[src/rtl/event_fifo_packetizer.sv]
// Event FIFO packetizer: reads tagged event words from a FIFO and frames them
// as header / event number / samples / sample count / trailer on a
// valid-ready output stream.
module event_fifo_packetizer #(
  parameter logic [15:0] g_HeaderWord  = 16'hEB90,
  parameter logic [15:0] g_TrailerWord = 16'h146F
) (
  input  logic        Clock,
  input  logic        Reset_N,
  input  logic        Enable,
  input  logic        FIFO_Empty,
  input  logic [17:0] FIFO_Q,
  output logic        FIFO_RE,
  input  logic        TX_Ready,
  output logic [15:0] TX_Data,
  output logic        TX_Valid,
  output logic        TX_Start,
  output logic        TX_End,
  output logic [15:0] Event_Count,
  output logic        Error_Sticky
);

  localparam int unsigned DATA_W = 16;
  localparam int unsigned ITEM_W = 18;

  localparam logic [1:0] TAG_SAMPLE = 2'b00;
  localparam logic [1:0] TAG_START  = 2'b01;
  localparam logic [1:0] TAG_END    = 2'b10;

  typedef enum logic [3:0] {
    IDLE,
    READ,
    LATCH,
    DECODE,
    SEND_HDR,
    SEND_EVN,
    SEND_SMP,
    SEND_CNT,
    SEND_TRL
  } state_t;

  state_t              state;
  state_t              state_d;
  logic [ITEM_W-1:0]   hold;
  logic [DATA_W-1:0]   sample_cnt;
  logic                frame_open;
  logic                pending_hdr;

  logic                fifo_re_d;
  logic                tx_valid_d;
  logic                tx_start_d;
  logic                tx_end_d;
  logic [DATA_W-1:0]   tx_data_d;

  logic                accept;
  logic                can_read;
  logic [1:0]          tag;
  logic [DATA_W-1:0]   payload;
  logic                bad_item;

  assign accept   = TX_Valid & TX_Ready;
  assign can_read = Enable & ~FIFO_Empty;
  assign tag      = hold[17:16];
  assign payload  = hold[15:0];

  // Items that are dropped at decode: reserved tag, or sample/end with no open frame.
  assign bad_item = (tag == 2'b11) || ((tag != TAG_START) && !frame_open);

  // State register.
  always_ff @(posedge Clock or negedge Reset_N) begin
    if (!Reset_N) begin
      state <= IDLE;
    end else begin
      state <= state_d;
    end
  end

  // Next-state logic.
  always_comb begin
    state_d = state;
    unique case (state)
      IDLE:     if (can_read) state_d = READ;
      READ:     state_d = LATCH;
      LATCH:    state_d = DECODE;
      DECODE: begin
        if (bad_item) begin
          state_d = can_read ? READ : IDLE;
        end else begin
          unique case (tag)
            TAG_START:  state_d = frame_open ? SEND_CNT : SEND_HDR;
            TAG_SAMPLE: state_d = SEND_SMP;
            TAG_END:    state_d = SEND_CNT;
            default:    state_d = can_read ? READ : IDLE;
          endcase
        end
      end
      SEND_HDR: if (accept) state_d = SEND_EVN;
      SEND_EVN: if (accept) state_d = can_read ? READ : IDLE;
      SEND_SMP: if (accept) state_d = can_read ? READ : IDLE;
      SEND_CNT: if (accept) state_d = SEND_TRL;
      SEND_TRL: begin
        if (accept) begin
          if (pending_hdr) state_d = SEND_HDR;
          else             state_d = can_read ? READ : IDLE;
        end
      end
      default:  state_d = IDLE;
    endcase
  end

  // Output decode from the next state so registered outputs line up with the state.
  always_comb begin
    fifo_re_d  = 1'b0;
    tx_valid_d = 1'b0;
    tx_start_d = 1'b0;
    tx_end_d   = 1'b0;
    tx_data_d  = '0;
    unique case (state_d)
      READ:     fifo_re_d = 1'b1;
      SEND_HDR: begin
        tx_valid_d = 1'b1;
        tx_start_d = 1'b1;
        tx_data_d  = g_HeaderWord;
      end
      SEND_EVN, SEND_SMP: begin
        tx_valid_d = 1'b1;
        tx_data_d  = payload;
      end
      SEND_CNT: begin
        tx_valid_d = 1'b1;
        tx_data_d  = sample_cnt;
      end
      SEND_TRL: begin
        tx_valid_d = 1'b1;
        tx_end_d   = 1'b1;
        tx_data_d  = g_TrailerWord;
      end
      default: ;
    endcase
  end

  // Output registers.
  always_ff @(posedge Clock or negedge Reset_N) begin
    if (!Reset_N) begin
      FIFO_RE  <= 1'b0;
      TX_Valid <= 1'b0;
      TX_Start <= 1'b0;
      TX_End   <= 1'b0;
      TX_Data  <= '0;
    end else begin
      FIFO_RE  <= fifo_re_d;
      TX_Valid <= tx_valid_d;
      TX_Start <= tx_start_d;
      TX_End   <= tx_end_d;
      TX_Data  <= tx_data_d;
    end
  end

  // Item holding register, frame bookkeeping, counters and sticky error.
  always_ff @(posedge Clock or negedge Reset_N) begin
    if (!Reset_N) begin
      hold         <= '0;
      sample_cnt   <= '0;
      frame_open   <= 1'b0;
      pending_hdr  <= 1'b0;
      Event_Count  <= '0;
      Error_Sticky <= 1'b0;
    end else begin
      if (state == LATCH) hold <= FIFO_Q;

      if (state == DECODE) begin
        if (bad_item) Error_Sticky <= 1'b1;
        if ((tag == TAG_START) && frame_open) begin
          Error_Sticky <= 1'b1;
          pending_hdr  <= 1'b1;
        end
      end

      if ((state == SEND_EVN) && accept) frame_open <= 1'b1;

      if ((state == SEND_SMP) && accept && (sample_cnt != 16'hFFFF)) begin
        sample_cnt <= sample_cnt + DATA_W'(1);
      end

      if ((state == SEND_TRL) && accept) begin
        frame_open  <= 1'b0;
        pending_hdr <= 1'b0;
        sample_cnt  <= '0;
        Event_Count <= Event_Count + DATA_W'(1);
      end
    end
  end

endmodule

[config.mk]
export PLATFORM = sky130hd
export DESIGN_NAME = event_fifo_packetizer
export DESIGN_NICKNAME = d
export VERILOG_FILES = /design/src/rtl/event_fifo_packetizer.sv
export SDC_FILE = /design/constraint.sdc
export NUM_CORES = 1
export LEC_CHECK = 0
export CAP_MARGIN = 10
export CORE_AREA = 10 10 98 100
export DETAILED_ROUTE_END_ITERATION = 10
export DIE_AREA = 0 0 108 110
export GPL_TIMING_DRIVEN = 0
export PLACE_DENSITY = 0.76
export SETUP_SLACK_MARGIN = 0.4
export SYNTH_ARGS = -nofsm -noshare
export SYNTH_HDL_FRONTEND = slang
export SYNTH_SLANG_ARGS = --single-unit
[constraint.sdc]
create_clock -name Clock -period 2 [get_ports Clock]
set_clock_uncertainty 0.05 [all_clocks]
set_input_delay 0.2 -clock Clock [delete_from_list [all_inputs] [get_ports Clock]]
set_output_delay 0.2 -clock Clock [all_outputs]
set_load 0.01 [all_outputs]
Word level (Yosys, flattened, before mapping)
Cells that the tools add are included.
- memory bits (writable): 0
- memories: 0
- output and inout bits: 37
- bits in latches: 0
- memory bits (read-only): 0
- register bits after elaboration: 77
- logic and storage cells: 81
- reduce and logical (&&, ||, !) cells: 20
- muxes and demuxes: 25
- add/sub/neg operators: 2
- multipliers: 0
- order comparisons: 0
- shift operators: 0
- divide/modulo/power cells: 0
- equality and inequality tests: 19
- bitwise operators: 3
- operators by type and width (kind ; count):
    16-bit one-hot mux with 4 select lines ; 1
    16-bit by 1-bit adder with 16-bit output (second input constant) ; 2
    4-bit by 3-bit == test with 1-bit output (second input constant) ; 8
    16-bit 2-to-1 mux ; 2
    4-bit one-hot mux with 8 select lines ; 1
    4-bit 2-to-1 mux ; 5
    16-bit != test (second input constant) ; 1
    1-bit 2-to-1 mux ; 12
    2-bit nonzero test ; 5
    3-bit one-hot mux with 3 select lines ; 1
    4-bit by 1-bit == test with 1-bit output (second input constant) ; 2
    4-bit by 2-bit == test with 1-bit output (second input constant) ; 2
    4-bit == test (second input constant) ; 2
    1-bit logical AND ; 6
    3-bit 2-to-1 mux ; 2
    5-bit OR reduction ; 1
    2-bit == test (second input constant) ; 2
    4-bit logical NOT ; 1
    2-bit AND reduction ; 2
    2-bit OR reduction ; 2
    1-bit AND ; 2
    2-bit by 1-bit == test with 1-bit output (second input constant) ; 1
    2-bit logical NOT ; 1
    2-bit 2-to-1 mux ; 1
    other kinds (4) ; 4

Logic depth before layout (Yosys ltp)
- word-level depth: 9
- gate-level depth with buffers: 11
- mapped depth without buffers: 7

Worst setup path before layout
OpenSTA, ideal clock, no wires.
- path kind: register to register
- start point: reg state[3]
- end point: reg TX_Data[11]
- setup slack: -0.113 ns
- arrival time: 1.940 ns
- required time: 1.827 ns
- path buffers: 1
- cell stages (with the launch flop): 9
- cells stage by stage: dfrtp_1 -> buf_4 -> or4b_4 -> nor2_4 -> a32oi_1 -> o221a_4 -> clkinv_4 -> nand2_1 -> o221a_1
- longest elaborated chain between the ends: 6
- elaborated cells between the ends (all ways): 23
- RTL lines (what ; line ; source):
    start, declared ; 42 ; state_t state;
    start signal, assigned ; 74 ; state <= state_d;
    4-bit by 3-bit == test with 1-bit output ; 81 ; unique case (state)
    2-bit OR reduction (no line) ; - ;
    4-bit one-hot mux with 8 select lines (*) ; 81 ;
    4-bit by 3-bit == test with 1-bit output ; 118 ; unique case (state_d)
    2-bit OR reduction ; - ;
    16-bit one-hot mux with 4 select lines (*) ; 118 ;
    net tx_data_d[11] ; 53 ; logic [DATA_W-1:0] tx_data_d;
    end signal, assigned ; 155 ; TX_Data <= tx_data_d;
    end, declared ; 15 ; output logic [15:0] TX_Data,
The timed path passes the listed nets; every way through them passes the cells marked *.
A chain may end at the register's enable or synchronous reset.

Worst setup path after layout
- start point: reg state[2]
- end point: reg TX_Data[6]
The elaborated chain is that of the path after synthesis.

==> flow_summary.toml <==
[cts]
cts_buffers = 9
cts-htree-levels = 3
cts_tree = "built"
clock_latency_ps = 350
clockBufferDepth = 2
path_clk_slew_ps = 80
cts.sinks = 77
cts-root-buf = "clkbuf_8"

[setup_path]
crit_end = "TX_Data[6]"
timing.rr.start = "state[2]"
r2r_cells = 8
cp-start-kind = "register"
critical_path_class = "register to register"
critPathLaunch = "state[2]"
worst_path_max_delay_cell = "or4b_4"
ff2ff_setup_slack_ps = -270
cp.arrival_ps = 2420
end_kind = "register"
crit_path_frequent_cell = "buf_6"
cp.required_ps = 2150
r2r-end = "TX_Data[6]"
critPathMaxFanout = 5
cpPeakStageDelay_ps = 510
path_cells = "buf_6 > or4b_4 > nor2_4 > a32oi_2 > o221a_4 > buf_6 > a31oi_1 > nand3_1"

[global_routing]
track_usage_pct = 15.09
grt_overflow = 0
met3_usage_pct = 3.076
grt_pass1_wl_mm = 14.32
met1_usage_pct = 18.71
antenna_found_initial = 0
grt_pass1_vias = 2780
grt_max_degree = 50
gr-max-usage-layer = "met2"
met2_usage_pct = 25.22

[placement]
dp.cells = 472
hpwl_mm = 5.918
io_buffers = 59
place.gp.congestion = 0.8706

[route]
ant_nets = 0
wl_per_cell_um = 18.18
drtIter0Drc = 261
drc = 0
drtPass1Iterations = 4
vias_per_cell = 5.576
drt_wl_total_mm = 9.601
vias = 2944

[yosys]
synth_cells = 310
synth_enable_flop_cells = 0
syn_area_mm2 = 0.003552
synth_seq_cells = 77
syn-num-nets = 335
async_reset_ff_share_pct = 100.0
ys_seq_area_share_pct = 54.24
ys_types = 48
synth_warnings = 0
postSynthAreaPerCell_um2 = 11.46
synth-main-ff-cell = "dfrtp_1"

[layout]
seqCellArea_mm2 = 0.001931
n_fill_cell = 508
fin_cells = 528
num_antenna_cells = 0
drive_above_1_share_pct = 35.21
areaGrowthSynthToFinish_pct = 49.60
finalNetCount = 446
multi_input_area_mm2 = 0.001886

[timing]
worst_slack_ps = -266.4
period_needed_ps = 2266
clock.fmax_ghz = 0.4412
setup_viol = 31
rsz0062_at_grt = "yes"
finalHoldViolCount = 0
worst_slew_pin_slew_ps = 409.4
slew_headroom_pct = 72.65
slew_violations = 0
period_share_pct = 113.3

[floorplan]
dieArea_mm2 = 0.01188
die_w_um = 108
fp.coreArea_mm2 = 0.007647
start_util_pct = 46.45
die_h_um = 110
io_pins = 60
rows = 32

[power]
power_density_mw_per_mm2 = 1338
p_leak_uw = 0.002494
power_uw = 7108
ir_worst_vdd_v = 0.0009702

[status]
violations = "negative setup slack"
status = "finished with violations"

[hold_path]
hp-class = "input pin to async pin"

[flow_run]
maxCapViolCount = 0
[placed cells by master, fill, tap and decap left out, types with 5 or more instances in the layout]
cell             netlist  final
dlymetal6s2s_1         0      7
nand3_1               26     18
clkdlybuf4s50_1        0     48
xnor2_1               14     11
buf_8                  0      6
dfrtp_1               77     74
nor2_4                 1      7
xor2_1                17     17
nor2_1                22     16
buf_6                  0     17
buf_4                  2     32
o221a_1                8      8
a31oi_1                8      6
nand3_2                0      6
nand2_1               20     15
and3_1                 9      7
nand4_1               13     13
nand2b_1               6      5
mux2_4                 0     19
clkbuf_8               0     10
[stage by stage]
step           hold slack, ps  area, um2  TNS [ps]  worst slack (ps)  util, %
2_1_floorplan          -145.6       3684    -157.7            -8.766        -
3_3_place_gp            400.5       4402   -158590             -1935    57.56
3_5_place_dp            109.8       4427    -10910            -382.5    57.89
4_1_cts                 286.8       4977     -2558            -141.6    65.09
5_1_grt                 302.4       5314     -7602            -321.5    69.49
6_report                273.9       5314     -4731            -266.4    69.49
[power by group]
part | total (uW) | internal [uW] | switching (uW)
logic | 3800 | 2030 | 1780
clock network | 1050 | 479 | 572
registers | 2250 | 1950 | 304
[worst min-delay path by stage]
| stage | end | slack [ps] | depth (start not counted) |
|---|---|---|---|
| 2_1_floorplan | Error_Sticky | -150 | 0 |
| 3_3_place_gp | Error_Sticky | 400 | 1 |
| 3_5_place_dp | Event_Count[3] | 110 | 1 |
| 4_1_cts | Event_Count[9] | 290 | 2 |
| 5_1_grt | Event_Count[8] | 300 | 2 |
| 6_report | Event_Count[3] | 270 | 2 |
[sequential cells by signal, summed over array words and instances (netlist names), 4 cells and up]
name and count:
TX_Data 16, hold 18, state 4, sample_cnt 16, Event_Count 16
[per-layer routing]
metal / vias up / share of wire (%) / wire [um]
met1: 1477 / 43 / 4098
met5: - / 0 / 0
met3: 18 / 5.1 / 493
met4: 0 / 2.2 / 215
met2: 105 / 50 / 4794
li1: 1344 / - / -
[Yosys cell counts, types with 2 or more instances]
master | count | area share (%)
a2111oi_0 | 2 | 0.49
a21oi_1 | 4 | 0.56
a31oi_1 | 8 | 1.4
and2_1 | 3 | 0.53
and3_1 | 9 | 1.6
and4_1 | 3 | 0.74
buf_2 | 10 | 1.4
buf_4 | 2 | 0.42
clkbuf_1 | 2 | 0.21
dfrtp_1 | 77 | 54
ha_1 | 2 | 0.70
inv_1 | 4 | 0.42
mux2_2 | 19 | 6.0
nand2_1 | 20 | 2.1
nand2b_1 | 6 | 1.1
nand3_1 | 26 | 3.7
nand4_1 | 13 | 2.3
nand4b_1 | 2 | 0.49
nor2_1 | 22 | 2.3
nor3_1 | 5 | 0.70
o21ai_0 | 3 | 0.42
o221a_1 | 8 | 2.5
o32ai_1 | 2 | 0.49
or2_2 | 5 | 0.88
xnor2_1 | 14 | 3.5
xor2_1 | 17 | 4.2
[cell families (layout without fill, tap and decap cells)]
group	after synthesis	after routing	share of synthesized area, %
AOI/OAI and AO/OA	36	36	8.807
DFF	77	77	54.24
muxes	20	20	6.305
buffers and inverters	21	137	2.923
and+or+nand+nor	122	122	18.60
xor gates and xnor gates	32	32	8.419
adders and majority gates	2	2	0.7044
[layout make-up]
cell class / count / area share (%)
buffer: 15 / 3.320
clock buffer: 10 / 2.590
clock inverter: 6 / 0.7299
inverter: 6 / 0.7535
multi-input combinational: 212 / 35.48
sequential: 77 / 36.33
tap: 102 / 2.402
timing repair buffer: 100 / 18.39
[worst max-delay path: cells and delay by family, from the launching register on]
kind | cells | cell delay (ps)
simple gates | 3 | 800
flops | 1 | 410
compound gates | 3 | 580
buf+inv | 2 | 280
[timing repair]
| action | 4_1_cts | 5_1_grt |
|---|---|---|
| hold buffers | 1 | 0 |
| endpoints found under the setup margin | 77 | 79 |
| cloned | 1 | 1 |
| endpoints found under the hold margin | 28 | 0 |
| setup buffers | 16 | 21 |
| pin swaps | 36 | 36 |
| resized for setup | 66 | 48 |
(Power assumes the default switching activity.)
